### src/rtl/fb_arbiter_pkg.sv
// Shared types and default geometry for the framebuffer arbiter slice.
package fb_pkg;

    localparam int FB_DEPTH  = 120000;  // 200x600 pixels
    localparam int FB_ADDR_W = 17;
    localparam int FB_PXL_W  = 3;       // one bit each for R, G, B

    // Who issued the access whose data is travelling back from the RAM.
    typedef enum logic [1:0] {
        OWN_NONE = 2'd0,
        OWN_SC   = 2'd1,
        OWN_DR   = 2'd2
    } fb_owner_e;

    // Return tag: owner plus a flag forcing the returned pixel to 0.
    typedef struct packed {
        fb_owner_e owner;
        logic      oor;
    } fb_tag_t;

endpackage

### src/rtl/fb_arbiter_if.sv
// Bus bundle for the framebuffer arbiter: scanout port, draw port,
// RAM port and the starvation statistic.
interface fb_arbiter_if
    import fb_pkg::*;
#(
    parameter int ADDR_W = FB_ADDR_W,
    parameter int PXL_W  = FB_PXL_W
);

    logic              blank;

    logic              sc_req;
    logic [ADDR_W-1:0] sc_addr;
    logic              sc_gnt;
    logic              sc_rvalid;
    logic [PXL_W-1:0]  sc_rdata;

    logic              dr_valid;
    logic              dr_we;
    logic [ADDR_W-1:0] dr_addr;
    logic [PXL_W-1:0]  dr_wdata;
    logic              dr_ready;
    logic              dr_rvalid;
    logic [PXL_W-1:0]  dr_rdata;

    logic              mem_en;
    logic              mem_we;
    logic [ADDR_W-1:0] mem_addr;
    logic [PXL_W-1:0]  mem_wdata;
    logic [PXL_W-1:0]  mem_rdata;

    logic [15:0]       starve_events;

    // Arbiter side.
    modport slave (
        input  blank,
        input  sc_req, sc_addr,
        output sc_gnt, sc_rvalid, sc_rdata,
        input  dr_valid, dr_we, dr_addr, dr_wdata,
        output dr_ready, dr_rvalid, dr_rdata,
        output mem_en, mem_we, mem_addr, mem_wdata,
        input  mem_rdata,
        output starve_events
    );

    // Requester / RAM environment side.
    modport master (
        output blank,
        output sc_req, sc_addr,
        input  sc_gnt, sc_rvalid, sc_rdata,
        output dr_valid, dr_we, dr_addr, dr_wdata,
        input  dr_ready, dr_rvalid, dr_rdata,
        input  mem_en, mem_we, mem_addr, mem_wdata,
        output mem_rdata,
        input  starve_events
    );

endinterface

### src/rtl/fb_arbiter_rd_pipe.sv
// Read-return pipeline: carries the owner tag alongside the RAM access
// and steers the returned pixel to the scanout or draw read port.
module fb_rd_pipe
    import fb_pkg::*;
#(
    parameter int PXL_W = FB_PXL_W
) (
    input  logic             clk,
    input  logic             rst,
    input  fb_tag_t          tag_in,
    input  logic [PXL_W-1:0] mem_rdata,
    output logic             sc_rvalid,
    output logic [PXL_W-1:0] sc_rdata,
    output logic             dr_rvalid,
    output logic [PXL_W-1:0] dr_rdata
);

    localparam fb_tag_t TAG_IDLE = '{owner: OWN_NONE, oor: 1'b0};

    fb_tag_t          tag_p0;
    fb_tag_t          tag_p1;
    logic [PXL_W-1:0] ret_data;

    // Stage boundary: tag_p0 aligns with mem_en, tag_p1 with mem_rdata.
    always_ff @(posedge clk or negedge rst) begin
        if (!rst) begin
            tag_p0 <= TAG_IDLE;
            tag_p1 <= TAG_IDLE;
        end else begin
            tag_p0 <= tag_in;
            tag_p1 <= tag_p0;
        end
    end

    // Out-of-range reads never touched the RAM, so they return 0.
    assign ret_data = tag_p1.oor ? '0 : mem_rdata;

    // Stage boundary: register the routed data onto the owner's return port.
    always_ff @(posedge clk or negedge rst) begin
        if (!rst) begin
            sc_rvalid <= 1'b0;
            sc_rdata  <= '0;
            dr_rvalid <= 1'b0;
            dr_rdata  <= '0;
        end else begin
            sc_rvalid <= (tag_p1.owner == OWN_SC);
            dr_rvalid <= (tag_p1.owner == OWN_DR);
            if (tag_p1.owner == OWN_SC) begin
                sc_rdata <= ret_data;
            end
            if (tag_p1.owner == OWN_DR) begin
                dr_rdata <= ret_data;
            end
        end
    end

endmodule

### src/rtl/fb_arbiter.sv
// Single-port framebuffer arbiter: scanout owns the RAM during active
// video, the draw engine during blanking, with a starvation guard that
// forces a draw slot after STARVE_LIMIT consecutive lost cycles.
module fb_arbiter
    import fb_pkg::*;
#(
    parameter int FB_DEPTH     = fb_pkg::FB_DEPTH,
    parameter int ADDR_W       = FB_ADDR_W,
    parameter int PXL_W        = FB_PXL_W,
    parameter int STARVE_LIMIT = 8
) (
    input  logic         clk,
    input  logic         rst,
    fb_arbiter_if.slave  bus
);

    localparam logic [7:0] LIMIT = 8'(STARVE_LIMIT);

    logic [7:0]        starve_cnt;
    logic [15:0]       starve_events;
    logic              sc_win;
    logic              dr_win;
    logic              forced;
    logic [ADDR_W-1:0] acc_addr;
    logic              acc_oor;
    fb_tag_t           acc_tag;

    logic              mem_en_p0;
    logic              mem_we_p0;
    logic [ADDR_W-1:0] mem_addr_p0;
    logic [PXL_W-1:0]  mem_wdata_p0;

    function automatic logic out_of_range(input logic [ADDR_W-1:0] a);
        return 32'(a) >= 32'(FB_DEPTH);
    endfunction

    // Winner selection; blank acts combinationally in the same cycle.
    always_comb begin
        sc_win = 1'b0;
        dr_win = 1'b0;
        forced = 1'b0;
        if (bus.sc_req && bus.dr_valid) begin
            if (bus.blank) begin
                dr_win = 1'b1;
            end else if (starve_cnt == LIMIT) begin
                dr_win = 1'b1;
                forced = 1'b1;
            end else begin
                sc_win = 1'b1;
            end
        end else begin
            sc_win = bus.sc_req;
            dr_win = bus.dr_valid;
        end
    end

    assign bus.sc_gnt   = sc_win;
    assign bus.dr_ready = dr_win;

    // Accepted access: address mux, range check and return tag.
    always_comb begin
        acc_addr      = dr_win ? bus.dr_addr : bus.sc_addr;
        acc_oor       = out_of_range(acc_addr);
        acc_tag.oor   = acc_oor;
        acc_tag.owner = OWN_NONE;
        if (sc_win) begin
            acc_tag.owner = OWN_SC;
        end else if (dr_win && !bus.dr_we) begin
            acc_tag.owner = OWN_DR;
        end
    end

    // Starvation counter and saturating forced-grant statistic.
    always_ff @(posedge clk or negedge rst) begin
        if (!rst) begin
            starve_cnt    <= '0;
            starve_events <= '0;
        end else begin
            if (!bus.dr_valid || dr_win) begin
                starve_cnt <= '0;
            end else if (starve_cnt != LIMIT) begin
                starve_cnt <= starve_cnt + 8'd1;
            end
            if (forced && starve_events != 16'hFFFF) begin
                starve_events <= starve_events + 16'd1;
            end
        end
    end

    assign bus.starve_events = starve_events;

    // Stage boundary: register the RAM strobe; out-of-range accesses stay off the RAM.
    always_ff @(posedge clk or negedge rst) begin
        if (!rst) begin
            mem_en_p0    <= 1'b0;
            mem_we_p0    <= 1'b0;
            mem_addr_p0  <= '0;
            mem_wdata_p0 <= '0;
        end else begin
            mem_en_p0 <= (sc_win || dr_win) && !acc_oor;
            mem_we_p0 <= dr_win && bus.dr_we && !acc_oor;
            if (sc_win || dr_win) begin
                mem_addr_p0  <= acc_addr;
                mem_wdata_p0 <= bus.dr_wdata;
            end
        end
    end

    assign bus.mem_en    = mem_en_p0;
    assign bus.mem_we    = mem_we_p0;
    assign bus.mem_addr  = mem_addr_p0;
    assign bus.mem_wdata = mem_wdata_p0;

    fb_rd_pipe #(
        .PXL_W (PXL_W)
    ) u_rd_pipe (
        .clk       (clk),
        .rst       (rst),
        .tag_in    (acc_tag),
        .mem_rdata (bus.mem_rdata),
        .sc_rvalid (bus.sc_rvalid),
        .sc_rdata  (bus.sc_rdata),
        .dr_rvalid (bus.dr_rvalid),
        .dr_rdata  (bus.dr_rdata)
    );

endmodule

### src/flat_wrapper.sv
// flat-port wrapper written by rule: the top's interface ports become plain ports
module fb_arbiter_flat import fb_pkg::*;
#(
    parameter int FB_DEPTH     = fb_pkg::FB_DEPTH,
    parameter int ADDR_W       = FB_ADDR_W,
    parameter int PXL_W        = FB_PXL_W,
    parameter int STARVE_LIMIT = 8
)
  (clk, rst, bus_blank, bus_sc_req, bus_sc_addr, bus_sc_gnt, bus_sc_rvalid, bus_sc_rdata, bus_dr_valid, bus_dr_we, bus_dr_addr, bus_dr_wdata, bus_dr_ready, bus_dr_rvalid, bus_dr_rdata, bus_mem_en, bus_mem_we, bus_mem_addr, bus_mem_wdata, bus_mem_rdata, bus_starve_events);
  fb_arbiter_if #(.ADDR_W(ADDR_W), .PXL_W(PXL_W)) bus_i ();
  input  logic clk;
  input  logic rst;
  input wire logic [$bits(bus_i.blank)-1:0] bus_blank;
  input wire logic [$bits(bus_i.sc_req)-1:0] bus_sc_req;
  input wire logic [$bits(bus_i.sc_addr)-1:0] bus_sc_addr;
  output wire logic [$bits(bus_i.sc_gnt)-1:0] bus_sc_gnt;
  output wire logic [$bits(bus_i.sc_rvalid)-1:0] bus_sc_rvalid;
  output wire logic [$bits(bus_i.sc_rdata)-1:0] bus_sc_rdata;
  input wire logic [$bits(bus_i.dr_valid)-1:0] bus_dr_valid;
  input wire logic [$bits(bus_i.dr_we)-1:0] bus_dr_we;
  input wire logic [$bits(bus_i.dr_addr)-1:0] bus_dr_addr;
  input wire logic [$bits(bus_i.dr_wdata)-1:0] bus_dr_wdata;
  output wire logic [$bits(bus_i.dr_ready)-1:0] bus_dr_ready;
  output wire logic [$bits(bus_i.dr_rvalid)-1:0] bus_dr_rvalid;
  output wire logic [$bits(bus_i.dr_rdata)-1:0] bus_dr_rdata;
  output wire logic [$bits(bus_i.mem_en)-1:0] bus_mem_en;
  output wire logic [$bits(bus_i.mem_we)-1:0] bus_mem_we;
  output wire logic [$bits(bus_i.mem_addr)-1:0] bus_mem_addr;
  output wire logic [$bits(bus_i.mem_wdata)-1:0] bus_mem_wdata;
  input wire logic [$bits(bus_i.mem_rdata)-1:0] bus_mem_rdata;
  output wire logic [$bits(bus_i.starve_events)-1:0] bus_starve_events;
  assign bus_i.blank = bus_blank;
  assign bus_i.sc_req = bus_sc_req;
  assign bus_i.sc_addr = bus_sc_addr;
  assign bus_sc_gnt = bus_i.sc_gnt;
  assign bus_sc_rvalid = bus_i.sc_rvalid;
  assign bus_sc_rdata = bus_i.sc_rdata;
  assign bus_i.dr_valid = bus_dr_valid;
  assign bus_i.dr_we = bus_dr_we;
  assign bus_i.dr_addr = bus_dr_addr;
  assign bus_i.dr_wdata = bus_dr_wdata;
  assign bus_dr_ready = bus_i.dr_ready;
  assign bus_dr_rvalid = bus_i.dr_rvalid;
  assign bus_dr_rdata = bus_i.dr_rdata;
  assign bus_mem_en = bus_i.mem_en;
  assign bus_mem_we = bus_i.mem_we;
  assign bus_mem_addr = bus_i.mem_addr;
  assign bus_mem_wdata = bus_i.mem_wdata;
  assign bus_i.mem_rdata = bus_mem_rdata;
  assign bus_starve_events = bus_i.starve_events;
  fb_arbiter #(.FB_DEPTH(FB_DEPTH), .ADDR_W(ADDR_W), .PXL_W(PXL_W), .STARVE_LIMIT(STARVE_LIMIT)) u_core (.clk(clk), .rst(rst), .bus(bus_i));
endmodule
### config.mk
export PLATFORM = sky130hd
export DESIGN_NAME = fb_arbiter_flat
export DESIGN_NICKNAME = d
export VERILOG_FILES = /design/src/rtl/fb_arbiter_pkg.sv /design/src/rtl/fb_arbiter_if.sv /design/src/rtl/fb_arbiter_rd_pipe.sv /design/src/rtl/fb_arbiter.sv /design/src/flat_wrapper.sv
export SDC_FILE = /design/constraint.sdc
export NUM_CORES = 1
export LEC_CHECK = 0
export BUFFER_PORTS_ARGS = -buffer_cell sky130_fd_sc_hd__buf_2
export CAP_MARGIN = 20
export CORE_MARGIN = 4
export CORE_UTILIZATION = 39
export DETAILED_ROUTE_END_ITERATION = 10
export PLACE_DENSITY_LB_ADDON = 0.12
export RECOVER_POWER = 25
export SETUP_SLACK_MARGIN = 0.02
export SLEW_MARGIN = 40
export SYNTH_ARGS = -nofsm -noshare
export SYNTH_HDL_FRONTEND = slang
export SYNTH_HIERARCHICAL = 1
export SYNTH_SLANG_ARGS = --single-unit
### constraint.sdc
create_clock -name clk -period 2.06 [get_ports clk]
set_input_delay 0.309 -clock clk [delete_from_list [all_inputs] [get_ports clk]]
set_output_delay 0.309 -clock clk [all_outputs]
set_load 0.03 [all_outputs]
Word-level counts from Yosys, hierarchy flattened
Cells that the tools add are included.
{ "totals": {"ff_bits": 60, "output_inout_bits": 48, "word_cells": 48} }
{ "op_classes": {"addsub": 2, "n_lt_le_gt_ge": 1, "eq_ne": 5, "muxes": 14, "reduce_logical": 12} }
{ "ops": {"columns": ["operator", "count"], "rows": [
  [">= comparator 17 bit, second input constant", 1],
  ["2-to-1 mux 17 bit", 1],
  ["adder 16 x 1 -> 16 bit, second input constant", 1],
  ["2-to-1 mux 8 bit", 2],
  ["!= test 16 bit, second input constant", 1],
  ["adder 8 x 1 -> 8 bit, second input constant", 1],
  ["equality test 8 x 4 -> 1 bit, second input constant", 1],
  ["2-to-1 mux 1 bit", 8],
  ["!= test 8 x 4 -> 1 bit, second input constant", 1],
  ["logical AND 1 bit", 6],
  ["2-to-1 mux 2 bit", 2],
  ["zero test 1 bit", 3],
  ["2-to-1 mux 3 bit", 1],
  ["equality test 2 x 1 -> 1 bit, second input constant", 1],
  ["equality test 2 bit, second input constant", 1],
  ["logical OR 1 bit", 2],
  ["nonzero test 2 bit", 1]
]} }

Longest topological paths before layout
Gate-level depths: netlist of run 1.
{ "depth": {"word_depth": 8, "mapped_depth": 8, "ltp_nobuf": 7} }

By module
The synthesis of run 1 kept the hierarchy.
{ "modules_own_cells": {"columns": ["mod", "n_inst", "cells_each", "area_per_inst_um2"], "rows": [
  ["fb_arbiter", 1, 203, 2197.1],
  ["fb_rd_pipe", 1, 25, 471.7]
]} }

Worst setup path before layout of run 1
Ideal clock, no wire load.
{ "synth_timing": {"path_kind": "flip-flop to flip-flop", "startpoint": "register u_core.starve_cnt[4]", "endpoint": "register u_core.starve_events[11] (netlist: u_core/bus.starve_events[11])", "setup_time_ns": 0.134, "arrival_time_ns": 2.022, "t_required_ns": 1.926, "setup_slack_ns": -0.096, "path_stages_with_launch": 7, "path_cell_list": "dfrtp_1 -> or4_4 -> or4_4 -> a31oi_4 -> buf_6 -> nand4_1 -> xnor2_1"} }
{ "synth_via": {"elab_chain_len": 5} }
{ "synth_lines": {"columns": ["item", "line_no", "text"], "rows": [
  ["start: declaration", "fb_arbiter.sv:19", "logic [7:0] starve_cnt;"],
  ["start signal: assignment", "fb_arbiter.sv:82", "starve_cnt <= starve_cnt + 8'd1;"],
  ["equality test 8 x 4 -> 1 bit", "fb_arbiter.sv:45", "end else if (starve_cnt == LIMIT) begin"],
  ["2-to-1 mux 1 bit", "fb_arbiter.sv:45", null],
  ["2-to-1 mux 1 bit", "fb_arbiter.sv:43", "if (bus.blank) begin"],
  ["2-to-1 mux 1 bit", "fb_arbiter.sv:42", "if (bus.sc_req && bus.dr_valid) begin"],
  ["logical AND 1 bit", "fb_arbiter.sv:84", "if (forced && starve_events != 16'hFFFF) begin"],
  ["end signal: assignment", "fb_arbiter.sv:85", "starve_events <= starve_events + 16'd1;"],
  ["end: declaration", "fb_arbiter.sv:20", "logic [15:0] starve_events;"]
]} }
Every way passes these cells.
A chain may end at the register's enable or synchronous reset.

Final worst setup path of run 1
{ "layout_timing": {"startpoint": "register u_core.starve_cnt[4]", "endpoint": "register u_core.starve_events[4] (netlist: u_core/bus.starve_events[4])"} }
Same word-level chain as after synthesis.

==> reports/qor.yml, run 1 <==
fin_ws_ns: -0.0963
synth_seq_cells: 60
ant_nets: 0
track_usage_pct: 15.1
path_class: "reg2reg"
start_util_pct: 41.1
clockBufferDepth: 2
hold_viol_final: 0
synthCells: 228
portBuffers: 93
intPower_mw: 2.37
synth_compound_area_share_pct: 6.84
syn_avg_cell_area_um2: 11.7
rows: 29
htree_levels: 3
required_ns: 2.27
p_leak_nw: 1.92
cp_max_fo: 5
rsz0062_at_grt: "true"
max_slew.worst_pin.slew_ns: 1.06
dp.cells: 403
clkPwrFrac_pct: 43.8
yosysWarnings: 6
antenna_found_initial: 0
drt_iter0_drc: 54
vias: 2147
clk_pin_slew_worst_paths_ns: 0.06
grt_max_degree: 42
seqPwrFrac_pct: 41.0
first_pass_iters: 4
top_level_ports: 94
violations: "setup timing"
max_freq_ghz: 0.464
nNetsFinal: 394
pre_cts_slack_ns: -0.0159
timing.final.setup_violations: 15
status: "finished with violations"
synth_edf_count: 0
drive_gt1_share_pct: 44.9
skew_ns: 0.00547
wire_per_inst_um: 14.4
crit_arrival_ns: 2.37
grt_pass1_wl_um: 10000
worst_setup_path_end_kind: "flip-flop"
yosysSeqAreaShare_pct: 56.3
final_max_slew_viol_count: 0
grt_pass1_vias: 2080
clock_latency_ns: 0.33
synthArstFlopShare_pct: 100
syn_to_final_growth_pct: 40.8
min_path_type: "in2reg"
ir_drop_mv: 0.556
synth-xor-area-share_pct: 6.24
cts_tree: "yes"
fillers: 543
synth-adder-area-share_pct: 1.41
coreArea_um2: 6490
synthFlopType: "dfrtp_1"
fp.dieArea_um2: 8230
period_needed_ns: 2.16
drv_cap: 0
place.gp.congestion: 0.732
numCtsBuffers: 9
period_share_pct: 105
grt_util_met3_pct: 5.00
p_per_area_nw_per_um2: 840
post_dp_cell_area_um2: 3310
fp.dieH_um: 90.7
critPathLaunchType: "flip-flop"
stdcell_count: 427
syn-cell-area_um2: 2670
muxShareOfSynthArea_pct: 11.0
cts_root_buf: "clkbuf_8"
swShare_pct: 24.9
cts_sinks: 60
viasPerCell: 5.03
ys_types: 39
fin_area_um2: 3760
syn-num-nets: 277
slew_headroom_pct: 29.5
power.total_mw: 3.16
multi_input_area_um2: 1180
yosys.area_share.simple_pct: 16.2
comb_power_share_pct: 15.1
drt-total-wl_um: 6160
p_switching_uw: 786
hold_ws_ns: 0.139
grt-busiest-layer: "met2"
antenna_cells: 0
met1_usage_pct: 19.7
regArea_um2: 1500
dp_hpwl_um: 4410
synth_top_family_by_area: "simple AND/OR/NAND/NOR gates"
die_x_um: 90.7
globalRouteMet2Util_pct: 23.4
gr-total-overflow: 0
drc: 0
==> area by class of cell <==
type	count	area share, %
clock buffer	13	4.76
inverter	4	0.400
multi-input combinational	156	31.5
clock inverter	3	2.40
sequential	60	40.0
tap	77	2.56
timing repair buffer	114	18.4
==> cell families (layout without fill, tap and decap cells) <==
family / Yosys count / count (layout)
AO/OA/AOI/OAI: 29 / 29
XOR/XNOR: 19 / 19
adder cells (fa/ha/maj): 3 / 3
buffers and inverters: 12 / 134
flip-flops: 60 / 60
multiplexers: 27 / 27
AND/OR/NAND/NOR: 78 / 78
==> power by group through the flow <==
stage               Sequential [mW]  Combinational, mW  Clock [mW]
CTS                            1.30              0.490        1.42
floorplan                      1.47              0.136           0
global route                   1.31              0.514        1.48
finish                         1.30              0.478        1.38
global placement               1.32              0.469           0
detailed placement             1.32              0.474           0
==> metal layers <==
layer,share of wire (%),up-vias
li1,-,1039
met5,0,-
met3,7.0,7
met2,47,77
met4,0.89,0
met1,45,1024
==> critical path, stage by stage, from the launching register on <==
cell and delay, ns:
dfrtp_1 0.38, or4_4 0.54, or4_4 0.44, a31oi_4 0.25, buf_6 0.16, nand4_1 0.13, xnor2_1 0.15
==> metrics by stage <==
stage	util [%]	TNS, ns
floorplan	-	-0.0538
global placement	50.9	-0.00479
detailed placement	50.9	-0.0699
CTS	56.9	-0.417
global route	57.9	-6.62
finish	57.9	-0.772
==> path summary, 6_finish.rpt <==
check                                           start                     endpoint  slack [ns]  depth (start not counted)
setup / recovery                 u_core/starve_cnt[4]  u_core/bus.starve_events[4]        -0.1                          6
hold / removal                              bus_dr_we   u_core/u_rd_pipe/tag_p0[2]        0.14                          2
setup reg to reg                 u_core/starve_cnt[4]  u_core/bus.starve_events[4]        -0.1                          6
hold reg to reg            u_core/u_rd_pipe/tag_p0[2]   u_core/u_rd_pipe/tag_p1[2]        0.35                          0
max in group asynchronous                         rst         u_core/starve_cnt[3]        0.15                          3
min in group asynchronous                         rst  u_core/bus.starve_events[7]        0.68                          2
==> flip-flops by register name, indices dropped and copies added (netlist names) <==
name,cells
u_core/u_rd_pipe/tag_p0,3
u_core/u_rd_pipe/dr_rvalid,1
u_core/bus.starve_events,16
u_core/bus.mem_en,1
u_core/bus.mem_we,1
u_core/u_rd_pipe/sc_rvalid,1
u_core/u_rd_pipe/tag_p1,3
u_core/u_rd_pipe/dr_rdata,3
u_core/bus.mem_wdata,3
u_core/bus.mem_addr,17
u_core/starve_cnt,8
u_core/u_rd_pipe/sc_rdata,3
==> cells in the mapped netlist, types with 4 or more instances <==
library cell  number  share of area, %
clkbuf_1           6              0.84
nor2_1            26               3.7
mux2_2             7               3.0
mux2i_1           17               6.4
xnor2_1           12               3.9
nor2b_1            4              0.94
and3_1             5               1.2
nand3_1           11               2.1
xor2_1             7               2.3
a21oi_1           19               3.6
nand4_1            7               1.6
nand2_1            5              0.70
inv_1              4              0.56
dfrtp_1           60                56
==> timing repair <==
item                       4_1_cts  5_1_grt
setup endpoints to repair       13       32
hold endpoints to repair        19        0
setup buffers                    4        2
hold buffers                     1        0
pin swaps                       10       17
cloned                           0        1
gates resized for setup         18       12
==> cells in the final DEF (no fill, tap or decap), types with 3 or more instances in the layout <==
cell	netlist	layout
buf_2	1	90
dfrtp_1	60	60
nor2_1	26	26
a21oi_1	19	19
mux2i_1	17	16
clkbuf_8	0	13
xnor2_1	12	10
buf_4	0	10
buf_6	1	8
nand4_1	7	7
xor2_1	7	7
mux2_2	7	6
nand3_1	11	6
nor2b_1	4	5
and3_1	5	5
inv_1	4	4
nand3_2	0	4
bufinv_16	0	3
nand2_1	5	3
nor3_1	3	3
and3_2	3	3
ha_1	3	3
mux2_1	0	3
Power figures use the tool's default switching activity.
==> run 2, diff against run 1 <==
==> constraint.sdc (replaced) <==
create_clock -name clk -period 2.06 [get_ports clk]
set_input_delay 0.618 -clock clk [delete_from_list [all_inputs] [get_ports clk]]
set_output_delay 0.618 -clock clk [all_outputs]
set_load 0.03 [all_outputs]
==> reports/qor.yml, run 2 (synthesis results as in run 1) <==
status: "finished with violations"
violations: "setup timing"
fin_ws_ns: -0.276  # -0.180 ns
critPathLaunchType: "flip-flop"
reg2reg_depth: 7  # +1
max_stage_delay_ns: 0.56  # +0.02 ns
grt_pass1_vias: 2127  # +2.3%
post_dp_cell_area_um2: 3340  # +0.98%
crit_family: "simple AND/OR/NAND/NOR gates"
crit_buf_inv: 1  # unchanged
grt_pass1_wl_um: 9980  # -0.48%
final_max_slew_viol_count: 0  # unchanged
viasPerCell: 4.93  # -2.0%
cp_max_fo: 2  # -3
antenna_cells: 0  # unchanged
pre_cts_slack_ns: -0.168  # -0.152 ns
p_per_area_nw_per_um2: 774  # -7.9%
htree_levels: 3  # unchanged
start_util_pct: 41.1  # unchanged
fin_area_um2: 3630  # -3.3%
coreArea_um2: 6490  # unchanged
min_path_cells: 0  # -2
fp.dieH_um: 90.7  # unchanged
numCtsBuffers: 9  # unchanged
most-common-layout-cells: "91 x buf_2, 60 x dfrtp_1, 26 x nor2_1, 19 x a21oi_1, 18 x buf_4"
stdcell_count: 429  # +0.47%
rows: 29  # unchanged
drv_cap: 0  # unchanged
min_path_type: "reg2reg"
ir_drop_mv: 0.454  # -18%
skew_ns: 0.0140  # +0.00851 ns
path_cells: "or4_4 > a2bb2oi_4 > and2_4 > buf_6"
timing.final.setup_violations: 16  # +1
antenna_found_initial: 0  # unchanged
final_common_cell: "buf_2"
top_level_ports: 94  # unchanged
dp.cells: 407  # +0.99%
min_to: "u_core/u_rd_pipe/tag_p1[1]"
p_leak_nw: 1.86  # -2.8%
worst_setup_path_end_kind: "output port"
cts_root_buf: "clkbuf_8"
drive_gt1_share_pct: 45.2  # +0.31 points
clockBufferDepth: 2  # unchanged
hold_viol_final: 0  # unchanged
max_freq_ghz: 0.428  # -7.7%
max_slew.worst_pin.slew_ns: 1.45  # +0.395 ns
power.total_mw: 2.81  # -11%
wire_per_inst_um: 14.1  # -2.2%
crit_arrival_ns: 1.72  # -0.65 ns
period_share_pct: 113  # +8.7 points
die_x_um: 90.7  # unchanged
slew_headroom_pct: 3.23  # -26 points
min_from: "u_core/u_rd_pipe/tag_p0[1]"
r2r-start: "u_core/starve_cnt[7]"
drc: 0  # unchanged
drt_iter0_drc: 72  # +33%
rsz0062_at_grt: "true"
clk_pin_slew_worst_paths_ns: 0.08  # +0.02 ns
required_ns: 1.44  # -0.83 ns
clock_latency_ns: 0.33  # about the same
cts_sinks: 60  # unchanged
grt_max_degree: 61  # +45%
first_pass_iters: 4  # unchanged
portBuffers: 93  # unchanged
fp.dieArea_um2: 8230  # unchanged
vias: 2113  # -1.6%
syn_to_final_growth_pct: 36.1
nNetsFinal: 397  # +0.76%
place.gp.congestion: 0.751  # +2.6%
track_usage_pct: 15.1  # -0.023 points
cts_tree: "yes"
largest_reg_flops: 17  # unchanged
path_class: "reg2out"
critPathSlowestCell: "or4_4"
dp_hpwl_um: 4380  # -0.63%
worst_r2r_endpoint: "u_core/bus.starve_events[3]"
r2r_setup_slack_ns: -0.21  # -0.11 ns
gr-total-overflow: 0  # unchanged
period_needed_ns: 2.34  # +0.180 ns
drt-total-wl_um: 6050  # -1.8%
ant_nets: 0  # unchanged
-- run 2: changes by cell type in the layout (fill, tap and decap cells not counted), moves of 3 or more --
cell and delta:
nand3_2 -4, mux2_1 -3, clkbuf_8 -3, nand3_1 +5, buf_4 +8, mux2_4 +3, clkinv_2 +3
-- run 2: worst reg2reg max path, stage by stage, from the launching register on --
cell	delay, ns
dfrtp_1	0.38
or4_4	0.56
buf_4	0.16
or4_4	0.43
a31oi_4	0.24
buf_6	0.15
nand4_1	0.11
xnor2_1	0.14
-- run 2: how the worst max path moves through the flow --
stage,startpoint,end,slack (ns),depth (start not counted)
after floorplan,u_core/starve_cnt[5],u_core/bus.starve_events[9],-0.04,6
after global placement,bus_blank,u_core/bus.starve_events[3],-0.15,7
after detailed placement,bus_blank,u_core/bus.starve_events[3],-0.17,7
after CTS,u_core/starve_cnt[6],bus_dr_ready,-0.33,5
after global routing,u_core/starve_cnt[5],bus_dr_ready,-0.35,5
final,u_core/starve_cnt[7],bus_sc_gnt,-0.28,4
-- run 2: cell type report --
class	instances	area, µm²
fill	598	2860
sequential	60	1500
inverter	4	17.5
clock inverter	5	52.6
multi-input combinational	156	1150
tap	77	96.3
clock buffer	10	138
timing repair buffer	117	674
-- run 2: per-layer routing --
metal | part of all wire (%) | vias up | track usage (%)
met5 | 0 | - | 0
met4 | 1.7 | 0 | 7.27
met3 | 6.0 | 12 | 4.08
met2 | 49 | 71 | 25.0
met1 | 43 | 995 | 18.1
li1 | - | 1035 | -
-- run 2: stage by stage --
step / hold slack [ns] / utilization (%) / setup TNS (ns)
2_1_floorplan: 0.322 / - / -0.108
3_3_place_gp: 0.334 / 51.4 / -1.70
3_5_place_dp: 0.336 / 51.4 / -1.95
4_1_cts: 0.282 / 55.2 / -2.96
5_1_grt: 0.352 / 55.9 / -4.30
6_report: 0.330 / 55.9 / -3.04
-- run 2: timing repair --
item / 4_1_cts / 5_1_grt
hold buffers: 0 / 0
buffers inserted: 4 / 3
pin swaps: 5 / 4
setup endpoints to repair: 13 / 21
gates resized for setup: 7 / 8
-- run 2: report_power, final --
part	switching, mW	total [mW]	internal [mW]	leakage [nW]
sequential	0.0391	1.30	1.26	0.763
clock	0.451	1.03	0.578	0.0979
combinational	0.301	0.484	0.184	1.00
total	0.790	2.81	2.02	1.86
